[src/rtl/shared_cnt_arb_pkg.sv]
// rtl/shared_cnt_arb_pkg.sv - shared types for the shared-counter arbiter
package shared_cnt_arb_pkg;

  typedef enum logic [1:0] {
    IDLE,
    BUSY,
    GAP
  } arb_state_e;

endpackage

[src/rtl/rr_pick.sv]
// rtl/rr_pick.sv - combinational round-robin winner select
// Scans last+1, last+2, ... mod NUM_REQ and returns the first requester found.
module rr_pick #(
  parameter int NUM_REQ = 4,
  parameter int IDX_W   = $clog2(NUM_REQ)
) (
  input  logic [NUM_REQ-1:0] req,
  input  logic [IDX_W-1:0]   last,
  output logic [IDX_W-1:0]   winner,
  output logic               any
);

  logic [NUM_REQ-1:0] rot;

  always_comb begin
    // rot[k] is the requester k+1 positions after last; a shift of NUM_REQ is a full turn
    rot    = NUM_REQ'({req, req} >> (int'(last) + 1));
    winner = last;
    any    = 1'b0;
    for (int k = NUM_REQ - 1; k >= 0; k--) begin
      if (rot[k]) begin
        winner = IDX_W'((int'(last) + 1 + k) % NUM_REQ);
        any    = 1'b1;
      end
    end
  end

endmodule

[src/rtl/shared_cnt_arbiter.sv]
// rtl/shared_cnt_arbiter.sv - round-robin arbiter guarding one shared up-counter
// Only the granted requester may bump the counter; grants are bounded by MAX_HOLD cycles.
module shared_cnt_arbiter
  import shared_cnt_arb_pkg::*;
#(
  parameter int NUM_REQ  = 4,
  parameter int CNT_W    = 8,
  parameter int MAX_HOLD = 4
) (
  input  logic               clk,
  input  logic               reset,
  input  logic [NUM_REQ-1:0] req,
  input  logic [NUM_REQ-1:0] inc,
  output logic [NUM_REQ-1:0] gnt,
  output logic [CNT_W-1:0]   cnt,
  output logic               cnt_even,
  output logic               wrap,
  output logic               preempt
);

  localparam int IDX_W  = $clog2(NUM_REQ);
  localparam int HOLD_W = $clog2(MAX_HOLD + 1);

  arb_state_e         state, state_nxt;
  logic [IDX_W-1:0]   last, last_nxt, winner;
  logic [HOLD_W-1:0]  hold, hold_nxt;
  logic [NUM_REQ-1:0] gnt_nxt;
  logic               preempt_nxt;
  logic               any;
  logic               cnt_hit;

  rr_pick #(
    .NUM_REQ (NUM_REQ),
    .IDX_W   (IDX_W)
  ) u_pick (
    .req    (req),
    .last   (last),
    .winner (winner),
    .any    (any)
  );

  always_ff @(posedge clk or negedge reset) begin
    if (!reset) begin
      state   <= IDLE;
      gnt     <= '0;
      hold    <= '0;
      last    <= IDX_W'(NUM_REQ - 1);
      preempt <= 1'b0;
    end else begin
      state   <= state_nxt;
      gnt     <= gnt_nxt;
      hold    <= hold_nxt;
      last    <= last_nxt;
      preempt <= preempt_nxt;
    end
  end

  always_comb begin
    state_nxt   = state;
    gnt_nxt     = gnt;
    hold_nxt    = hold;
    last_nxt    = last;
    preempt_nxt = 1'b0;
    unique case (state)
      IDLE: begin
        if (any) begin
          state_nxt = BUSY;
          gnt_nxt   = NUM_REQ'(1) << winner;
          hold_nxt  = HOLD_W'(1);
          last_nxt  = winner;
        end
      end
      BUSY: begin
        // last always names the current holder while BUSY
        if (!req[last]) begin
          state_nxt = GAP;
          gnt_nxt   = '0;
        end else if (hold == HOLD_W'(MAX_HOLD)) begin
          state_nxt   = GAP;
          gnt_nxt     = '0;
          preempt_nxt = 1'b1;
        end else begin
          hold_nxt = hold + HOLD_W'(1);
        end
      end
      GAP: begin
        state_nxt = IDLE;
        gnt_nxt   = '0;
      end
      default: begin
        state_nxt = IDLE;
        gnt_nxt   = '0;
      end
    endcase
  end

  // the grant registered for this cycle gates the strobe, so the final grant cycle still counts
  assign cnt_hit = |(inc & gnt);

  always_ff @(posedge clk or negedge reset) begin
    if (!reset) begin
      cnt  <= '0;
      wrap <= 1'b0;
    end else begin
      wrap <= cnt_hit && (cnt == {CNT_W{1'b1}});
      if (cnt_hit) begin
        cnt <= cnt + CNT_W'(1);
      end
    end
  end

  assign cnt_even = ~cnt[0];

  a_onehot: assert property (@(posedge clk) disable iff (!reset)
    $onehot0(gnt))
    else $error("a_onehot: gnt=%b", gnt);

  a_hold: assert property (@(posedge clk) disable iff (!reset)
    (gnt != '0) |-> (hold <= HOLD_W'(MAX_HOLD)))
    else $error("a_hold: hold=%0d", hold);

  a_noinc: assert property (@(posedge clk) disable iff (!reset)
    !cnt_hit |=> $stable(cnt))
    else $error("a_noinc: cnt=%0d", cnt);

  a_inc: assert property (@(posedge clk) disable iff (!reset)
    cnt_hit |=> (cnt == $past(cnt) + CNT_W'(1)))
    else $error("a_inc: cnt=%0d", cnt);

  a_gap: assert property (@(posedge clk) disable iff (!reset)
    $fell(|gnt) |=> (gnt == '0))
    else $error("a_gap: gnt=%b", gnt);

endmodule

[config.mk]
export PLATFORM = sky130hd
export DESIGN_NAME = shared_cnt_arbiter
export DESIGN_NICKNAME = d
export VERILOG_FILES = /design/src/rtl/shared_cnt_arb_pkg.sv /design/src/rtl/rr_pick.sv /design/src/rtl/shared_cnt_arbiter.sv
export SDC_FILE = /design/constraint.sdc
export NUM_CORES = 1
export LEC_CHECK = 0
export BUFFER_PORTS_ARGS = -buffer_cell sky130_fd_sc_hd__buf_2
export CAP_MARGIN = 20
export CORE_ASPECT_RATIO = 1.25
export CORE_MARGIN = 8
export CORE_UTILIZATION = 50
export DETAILED_ROUTE_END_ITERATION = 12
export GPL_ROUTABILITY_DRIVEN = 0
export HOLD_SLACK_MARGIN = 0.08
export PLACE_DENSITY = 0.74
export SLEW_MARGIN = 20
export SYNTH_ARGS = -nofsm -noshare
export SYNTH_HDL_FRONTEND = slang
export SYNTH_HIERARCHICAL = 1
export SYNTH_SLANG_ARGS = --single-unit
[constraint.sdc]
create_clock -name clk -period 4.4 [get_ports clk]
set_input_delay 0.66 -clock clk [delete_from_list [all_inputs] [get_ports clk]]
set_output_delay 0.66 -clock clk [all_outputs]
set_load 0.02 [all_outputs]
==> results.sh, run 1 <==
export IMPL_placedInstanceArea_um2=1308
export IMPL_critPathMaxFanout=10
export IMPL_numCtsBuffers=3
export IMPL_grt_pass1_vias=978
export IMPL_finalCritPeriodShare=0.4424
export IMPL_synth_xor_xnor_area_share=0.05252
export IMPL_avgSynthCellArea_um2=10.33
export IMPL_design_area_um2=1335
export IMPL_drc=0
export IMPL_viasPerCell=5.659
export IMPL_yosysSeqAreaShare=0.4523
export IMPL_clkTransAtPathRegs_ns=0.12
export IMPL_syn_inst=113
export IMPL_min_period_ns=1.947
export IMPL_fin_skew_ns=0.005889
export IMPL_htree_levels=1
export IMPL_cts_root_buf="clkbuf_4"
export IMPL_hold_path_class="input port to asynchronous set/reset pin"
export IMPL_core_area_um2=2211
export IMPL_maxSlewHeadroom=0.5579
export IMPL_start_util=0.5280
export IMPL_die_w_um=59.22
export IMPL_ios=25
export IMPL_holdWs_ns=0.2824
export IMPL_drt_iter0_markers=36
export IMPL_dr_pass1_iters=4
export IMPL_cts_path_max_buffers=2
export IMPL_cts_sinks=21
export IMPL_wl_per_cell_um=14.40
export IMPL_power_leakage_uw=0.0006555
export IMPL_rsz0062_at_grt="false"
export IMPL_grt_max_degree=22
export IMPL_outcome="completed"
export IMPL_detailedPlacementHpwl_um=1836
export IMPL_syn_nets=126
export IMPL_tns_ns=0
export IMPL_synthSimpleGateAreaFrac=0.1586
export IMPL_final_cell_mix="buf_2 (24), dfrtp_1 (19), inv_1 (11)"
export IMPL_cts_hold_buf=0
export IMPL_synthAdderAreaFrac=0.03215
export IMPL_worstPathArrival_ns=2.14
export IMPL_timing_rr_end="hold[0]$_DFFE_PN0P_"
export IMPL_area_growth_pct=14.36
export IMPL_final_net_count=153
export IMPL_synth_top_family_by_area="compound AO/OA/AOI/OAI gates"
export IMPL_drive_gt1_frac=0.2662
export IMPL_setup_viol=0
export IMPL_cts_tree="done"
export IMPL_dieArea_um2=4146
export IMPL_reg2reg_depth=3
export IMPL_synthMuxAreaShare=0.06538
export IMPL_num_rows=19
export IMPL_start_kind="input port"
export IMPL_final_common_cell="buf_2"
export IMPL_r2r_start="last[0]$_DFFE_PN1P_"
export IMPL_maxSlewViolCount=0
export IMPL_grt_pass1_wl_um=4409
export IMPL_die_h_um=70.02
export IMPL_final_hold_viol_count=0
export IMPL_drt_wl_total_um=2448
export IMPL_peakVddDrop_uv=377.0
export IMPL_critical_path_class="input port to flop"
export IMPL_worst_setup_path_end_kind="flop"
export IMPL_total_power_uw=907.5
export IMPL_powerDensity_nw_per_um2=679.8
export IMPL_vias=962
export IMPL_ys_ff_latch=21
export IMPL_worstPathRequired_ns=4.60
export IMPL_antenna_found_initial=0
export IMPL_drtAntennaViolNets=0
export IMPL_regToRegSetupSlack_ns=2.59
export IMPL_worst_pin_slew_ns=0.6632
export IMPL_fmax_ghz=0.5137
export IMPL_port_buffers=24
export IMPL_track_usage=0.1312
export IMPL_ctsResizeCount=0
export IMPL_ys_types=42
export IMPL_cap_violations=0
export IMPL_postCtsSetupBuffers=0
export IMPL_antenna_cells=0
export IMPL_grt_ovfl_total=0
export IMPL_synth_compound_area_frac=0.1876
export IMPL_ys_warn_count=6
export IMPL_clk_latency_ns=0.31
export IMPL_syn_cell_area_um2=1167
==> power by group <==
| part | internal, uW | total (uW) | switching, uW |
|---|---|---|---|
| registers | 271 | 370 | 99.0 |
| logic | 187 | 442 | 255 |
| clock network | 33.9 | 95.0 | 61.1 |
==> final cells by class <==
cell class	count	area, um^2
clock buffers	3	22.52
clock inverters	1	5.005
fillers	195	875.8
inverters	11	41.29
multi-input cells	79	579.3
flip-flops and latches	21	528.0
well taps	31	38.79
repair buffers	24	120.1
==> per-stage QoR <==
stage          utilization  instances  worst slack [ns]
6_report            0.6038        170             2.454
4_1_cts             0.6038        170             2.450
3_5_place_dp        0.5914        166             2.119
5_1_grt             0.6038        170             2.374
2_1_floorplan            -        113             2.380
3_3_place_gp        0.5914        166             2.160
==> state kept, by name, indices dropped and copies added (netlist names) <==
signal and cells:
preempt 1, cnt 8, state 2, hold 3, gnt 4, wrap 1, last 2
==> per-layer routing <==
metal	routed length (um)	global-route usage	up-vias
li1	-	-	476
met1	1097	0.1529	463
met2	1212	0.2178	17
met3	86	0.03114	6
met4	52	0.05600	0
met5	0	0	-
==> how the worst max path moves through the flow <==
stage | start | to | depth (start not counted)
floorplan | req[1] | hold[0]$_DFFE_PN0P_ | 5
global placement | req[1] | hold[0]$_DFFE_PN0P_ | 5
detailed placement | req[1] | hold[0]$_DFFE_PN0P_ | 5
CTS | req[1] | hold[0]$_DFFE_PN0P_ | 5
global route | req[1] | gnt[0]$_DFFE_PN0P_ | 5
finish | req[1] | gnt[0]$_DFFE_PN0P_ | 5
==> cells in the mapped netlist <==
library cell / count / area, um^2
dfrtp_1: 19 / 475.5
inv_1: 11 / 41.29
nand2_1: 9 / 33.78
a21oi_1: 5 / 25.02
xor2_1: 5 / 43.79
a211oi_1: 4 / 30.03
nor2_1: 4 / 15.01
ha_1: 3 / 37.54
mux2_2: 3 / 33.78
nand3b_1: 3 / 22.52
nand4_1: 3 / 18.77
a22oi_1: 2 / 15.01
a31oi_1: 2 / 12.51
a32o_1: 2 / 20.02
and2b_1: 2 / 15.01
and3_1: 2 / 12.51
dfstp_2: 2 / 52.55
mux2i_1: 2 / 20.02
nand3_1: 2 / 10.01
o211ai_1: 2 / 15.01
o21ai_0: 2 / 10.01
o22ai_1: 2 / 12.51
o31ai_1: 2 / 15.01
xnor2_1: 2 / 17.52
a211o_2: 1 / 10.01
a21boi_0: 1 / 7.510
a2bb2oi_1: 1 / 8.760
and4_2: 1 / 10.01
buf_4: 1 / 7.510
buf_6: 1 / 11.26
mux4_2: 1 / 22.52
nor2b_1: 1 / 6.260
nor3_1: 1 / 5.000
nor4b_1: 1 / 8.760
o2111ai_1: 1 / 8.760
o221a_1: 1 / 11.26
o221ai_1: 1 / 8.760
o22a_1: 1 / 8.760
or2_2: 1 / 6.260
or2b_1: 1 / 7.510
or3_1: 1 / 6.260
or4_1: 1 / 7.510
==> worst max-delay path, stage by stage <==
cell      delay (ns)
buf_2           0.12
or4_1           0.69
and2b_1         0.26
o211ai_1        0.27
o22ai_1         0.14
==> cell families (layout without fill, tap and decap cells) <==
logic type,count (synthesis),count (layout)
buffers and inverters,13,39
xor gates and xnor gates,7,7
DFF,21,21
AOI/OAI and AO/OA,30,30
muxes,6,6
and+or+nand+nor,33,33
adders and majority gates,3,3
(Power assumes the default switching activity.)
==> inputs of run 2 (changes only) <==
- clock period: 4.4 -> 2 ns (I/O delays scaled with it)
==> results.sh, run 2 (synthesis results as in run 1) <==
export IMPL_design_area_um2=1353
export IMPL_grtUsageMet1=0.1558
export IMPL_dieArea_um2=4146
export IMPL_tns_ns=0
export IMPL_maxSlewHeadroom=0.5868
export IMPL_grt_pass1_vias=1015
export IMPL_cts_sinks=21
export IMPL_combPwrFrac=0.485
export IMPL_grt_ovfl_total=0
export IMPL_drc=0
export IMPL_powerDensity_nw_per_um2=1480
export IMPL_largestRegisters="cnt x8, gnt x4, hold x3"
export IMPL_dp_cells=167
export IMPL_track_usage=0.1339
export IMPL_seqPwrFrac=0.411
export IMPL_worst_setup_path_end_kind="flop"
export IMPL_worstPathRequired_ns=2.22
export IMPL_outcome="completed"
export IMPL_placedInstanceArea_um2=1315
export IMPL_die_w_um=59.22
export IMPL_rsz0062_at_grt="false"
export IMPL_slowest_stage="mux4_2"
export IMPL_critical_path_class="flop to flop"
export IMPL_drtAntennaViolNets=0
export IMPL_clkTransAtPathRegs_ns=0.11
export IMPL_largest_reg_flops=8
export IMPL_final_net_count=155
export IMPL_drt_wl_total_um=2498
export IMPL_grtUsageMet2=0.2190
export IMPL_core_area_um2=2211
export IMPL_maxSlewViolCount=0
export IMPL_numCtsBuffers=3
export IMPL_grt_pass1_wl_um=4409
export IMPL_area_growth_pct=15.86
export IMPL_use_met3=0.02747
export IMPL_setup_viol=0
export IMPL_start_util=0.5280
export IMPL_grt_max_degree=22
export IMPL_wl_per_cell_um=14.52
export IMPL_critPathMaxFanout=9
export IMPL_total_power_uw=2002
export IMPL_die_h_um=70.02
export IMPL_worst_pin_slew_ns=0.6199
export IMPL_hold_path_class="input port to asynchronous set/reset pin"
export IMPL_fillers=201
export IMPL_reg2reg_depth=3
export IMPL_port_buffers=24
export IMPL_fmax_ghz=0.5530
export IMPL_peakVddDrop_uv=872.1
export IMPL_htree_levels=1
export IMPL_ios=25
export IMPL_p_clk_frac=0.105
export IMPL_min_period_ns=1.808
export IMPL_detailedPlacementHpwl_um=1908
export IMPL_switching_share=0.4567
export IMPL_worstPathArrival_ns=2.02
export IMPL_num_rows=19
export IMPL_final_common_cell="buf_2"
export IMPL_crit_chain="mux4_2 > o221a_1 > o22a_1"
export IMPL_start_kind="flop"
export IMPL_drt_iter0_markers=16
export IMPL_cap_violations=0
export IMPL_cts_root_buf="clkbuf_4"
export IMPL_drive_gt1_frac=0.2695
export IMPL_cts_tree="done"
export IMPL_viasPerCell=5.593
export IMPL_fin_skew_ns=0.001375
export IMPL_dr_pass1_iters=4
export IMPL_antenna_cells=0
export IMPL_power_internal_uw=1088
export IMPL_regMostFlops="cnt"
export IMPL_critPathMaxStageDelay_ns=0.61
export IMPL_cts_path_max_buffers=2
export IMPL_clk_latency_ns=0.32
export IMPL_p_switching_uw=914.5
export IMPL_vias=962
export IMPL_fin_cells=172
export IMPL_busiest_layer="met2"
export IMPL_final_cell_mix="buf_2 (24), dfrtp_1 (19), inv_1 (11)"
export IMPL_finalCritPeriodShare=0.9041
export IMPL_antenna_found_initial=0
export IMPL_power_leakage_uw=0.0006639
export IMPL_final_hold_viol_count=0
==> run 2: cell type report <==
type / count / area [um^2] / area share
clock inverter: 1 / 5.005 / 0.003700
sequential: 21 / 528.0 / 0.3904
clock buffer: 3 / 22.52 / 0.01665
tap: 31 / 38.79 / 0.02868
multi-input combinational: 79 / 579.3 / 0.4283
inverter: 11 / 41.29 / 0.03053
timing repair buffer: 26 / 137.6 / 0.1018
==> run 2: worst paths after layout <==
kind | start | to | slack (ns)
min in group clk | inc[2] | cnt[0]$_DFFE_PN0P_ | 0.46
setup / recovery | last[0]$_DFFE_PN1P_ | hold[0]$_DFFE_PN0P_ | 0.19
max in group asynchronous | reset | last[1]$_DFFE_PN1P_ | 1.20
setup reg to reg | last[0]$_DFFE_PN1P_ | hold[0]$_DFFE_PN0P_ | 0.19
hold / removal | reset | gnt[0]$_DFFE_PN0P_ | 0.46
hold reg to reg | cnt[6]$_DFFE_PN0P_ | cnt[6]$_DFFE_PN0P_ | 0.50
==> run 2: per-stage QoR <==
stage          hold slack [ns]  utilization  setup slack, ns
2_1_floorplan         0.004409            -           0.2941
3_3_place_gp            0.2741       0.5948           0.1893
3_5_place_dp            0.2771       0.5948           0.1532
4_1_cts                 0.4645       0.6118           0.1878
5_1_grt                 0.5051       0.6118           0.1328
6_report                0.4554       0.6118           0.1917
==> run 2: worst max-delay path, delay by kind of cell, from the launching register on <==
family | cells | cell delay [ns]
mux | 1 | 0.61
compound gates | 2 | 0.51
flops | 1 | 0.59
==> run 2: metal layers <==
metal	vias to the layer above	wire length [um]
li1	475	-
met1	466	1137
met2	16	1223
met3	5	76
met4	0	60
met5	-	0
==> run 2: timing repair <==
action	CTS	global route
buffers inserted	0	0
hold buffers	1	0
setup endpoints to repair	0	0
resized for setup	0	0
hold endpoints to repair	19	0
==> run 2: power groups by stage <==
| stage | logic, uW | registers [uW] | clock network, uW |
|---|---|---|---|
| finish | 970 | 822 | 210 |
| global route | 1080 | 851 | 228 |
| CTS | 982 | 815 | 218 |
| detailed placement | 977 | 824 | 0 |
| global placement | 951 | 804 | 0 |
| floorplan | 641 | 877 | 0 |
==> inputs of run 3 (changes only) <==
- BUFFER_PORTS_ARGS: -buffer_cell sky130_fd_sc_hd__buf_2 -> not set
- DONT_BUFFER_PORTS: not set -> 1
- PLACE_DENSITY: 0.74 -> 0.65
==> results.sh, run 3 (synthesis results as in run 1) <==
export IMPL_start_kind="flop"
export IMPL_power_internal_uw=1021
export IMPL_vias=886
export IMPL_clk_latency_ns=0.31
export IMPL_grt_pass1_vias=883
export IMPL_powerDensity_nw_per_um2=1533
export IMPL_largest_reg_flops=8
export IMPL_critical_path_class="flop to flop"
export IMPL_switching_share=0.4638
export IMPL_drt_iter0_markers=21
export IMPL_finalCritPeriodShare=0.8906
export IMPL_die_h_um=70.02
export IMPL_final_common_cell="dfrtp_1"
export IMPL_dr_pass1_iters=4
export IMPL_peakVddDrop_uv=993.4
export IMPL_tns_ns=0
export IMPL_cts_root_buf="clkbuf_4"
export IMPL_drc=0
export IMPL_antenna_cells=0
export IMPL_antenna_found_initial=0
export IMPL_placedInstanceArea_um2=1202
export IMPL_final_net_count=132
export IMPL_cts_path_max_buffers=2
export IMPL_power_leakage_uw=0.0005585
export IMPL_final_core_util=0.5620
export IMPL_cts_tree="done"
export IMPL_ios=25
export IMPL_wl_per_cell_um=16.33
export IMPL_postCtsSetupBuffers=0
export IMPL_cap_violations=0
export IMPL_die_w_um=59.22
export IMPL_worst_setup_path_end_kind="flop"
export IMPL_core_area_um2=2211
export IMPL_worstPathRequired_ns=2.22
export IMPL_p_clk_frac=0.112
export IMPL_total_power_uw=1904
export IMPL_start_util=0.5280
export IMPL_detailedPlacementHpwl_um=1841
export IMPL_grt_pass1_wl_um=4174
export IMPL_design_area_um2=1242
export IMPL_htree_levels=1
export IMPL_drtAntennaViolNets=0
export IMPL_regMostFlops="cnt"
export IMPL_grt_ovfl_total=0
export IMPL_final_hold_viol_count=0
export IMPL_fin_skew_ns=0.01910
export IMPL_grt_max_degree=22
export IMPL_final_cell_mix="dfrtp_1 (19), inv_1 (11), nand2_1 (9)"
export IMPL_drt_wl_total_um=2433
export IMPL_area_growth_pct=6.431
export IMPL_fmax_ghz=0.5614
export IMPL_maxSlewHeadroom=0.3719
export IMPL_min_period_ns=1.781
export IMPL_cts_sinks=21
export IMPL_port_buffers=0
export IMPL_p_switching_uw=883.1
export IMPL_drive_gt1_frac=0.1271
export IMPL_outcome="completed"
export IMPL_dieArea_um2=4146
export IMPL_setup_viol=0
export IMPL_viasPerCell=5.946
export IMPL_combPwrFrac=0.391
export IMPL_seqPwrFrac=0.497
export IMPL_worstPathArrival_ns=2.00
export IMPL_rsz0062_at_grt="false"
export IMPL_clkTransAtPathRegs_ns=0.13
export IMPL_num_rows=19
export IMPL_critPathMaxFanout=9
export IMPL_largestRegisters="cnt x8, gnt x4, hold x3"
export IMPL_numCtsBuffers=3
export IMPL_hold_path_class="input port to flop"
export IMPL_track_usage=0.1238
export IMPL_maxSlewViolCount=0
export IMPL_worst_pin_slew_ns=0.9391
==> run 3: cell types whose count changed in the layout (fill, tap and decap cells not counted) <==
cell,delta
buf_2,-24
buf_4,+1
clkinv_2,-1
clkinvlp_4,+1
==> run 3: per-stage QoR <==
stage	hold WS (ns)	setup WS, ns	cells
after global placement	0.005017	0.2377	144
final	0.4024	0.2187	149
after detailed placement	0.005124	0.2135	144
after floorplan	0.004409	0.2941	113
after global routing	0.4154	0.1646	149
after CTS	0.3949	0.2152	149
==> run 3: final cells by class <==
cell class	count	area [um^2]
Multi-Input combinational cell	79	579.3
Tap cell	31	38.79
Clock inverter	1	7.507
Fill cell	196	968.4
Clock buffer	3	22.52
Sequential cell	21	528.0
Inverter	11	41.29
Timing Repair Buffer	3	25.02
==> run 3: worst paths after layout <==
path	from	to	slack (ns)	cells past startpoint
max reg2reg	last[0]$_DFFE_PN1P_	hold[0]$_DFFE_PN0P_	0.22	3
min reg2reg	hold[0]$_DFFE_PN0P_	hold[0]$_DFFE_PN0P_	0.59	1
max in group asynchronous	reset	cnt[1]$_DFFE_PN0P_	0.85	1
min in group asynchronous	reset	wrap$_DFF_PN0_	0.56	1
max	last[0]$_DFFE_PN1P_	hold[0]$_DFFE_PN0P_	0.22	3
min	req[0]	gnt[0]$_DFFE_PN0P_	0.40	3
==> run 3: power by group through the flow <==
| stage | Clock [uW] | Combinational [uW] | Sequential [uW] |
|---|---|---|---|
| 5_1_grt | 240 | 845 | 985 |
| 3_5_place_dp | 0 | 735 | 961 |
| 3_3_place_gp | 0 | 710 | 953 |
| 2_1_floorplan | 0 | 641 | 877 |
| 4_1_cts | 222 | 747 | 952 |
| 6_report | 213 | 744 | 947 |
==> run 3: timing repair <==
item	in CTS	in global routing
endpoints found under the setup margin	0	0
endpoints found under the hold margin	21	0
hold buffers	1	0
gates resized for setup	0	0
==> run 3: worst max-delay path, cell delays in order (launching register included) <==
cell and delay [ns]:
dfstp_2 0.58, mux4_2 0.61, o221a_1 0.32, o22a_1 0.20
==> run 3: per-layer routing <==
metal / part of all wire / vias to the layer above / track usage
met5: 0 / - / 0
met4: 0.0062 / 0 / 0.04000
met3: 0.093 / 2 / 0.04212
met2: 0.48 / 33 / 0.1949
met1: 0.42 / 422 / 0.1514
li1: - / 429 / -
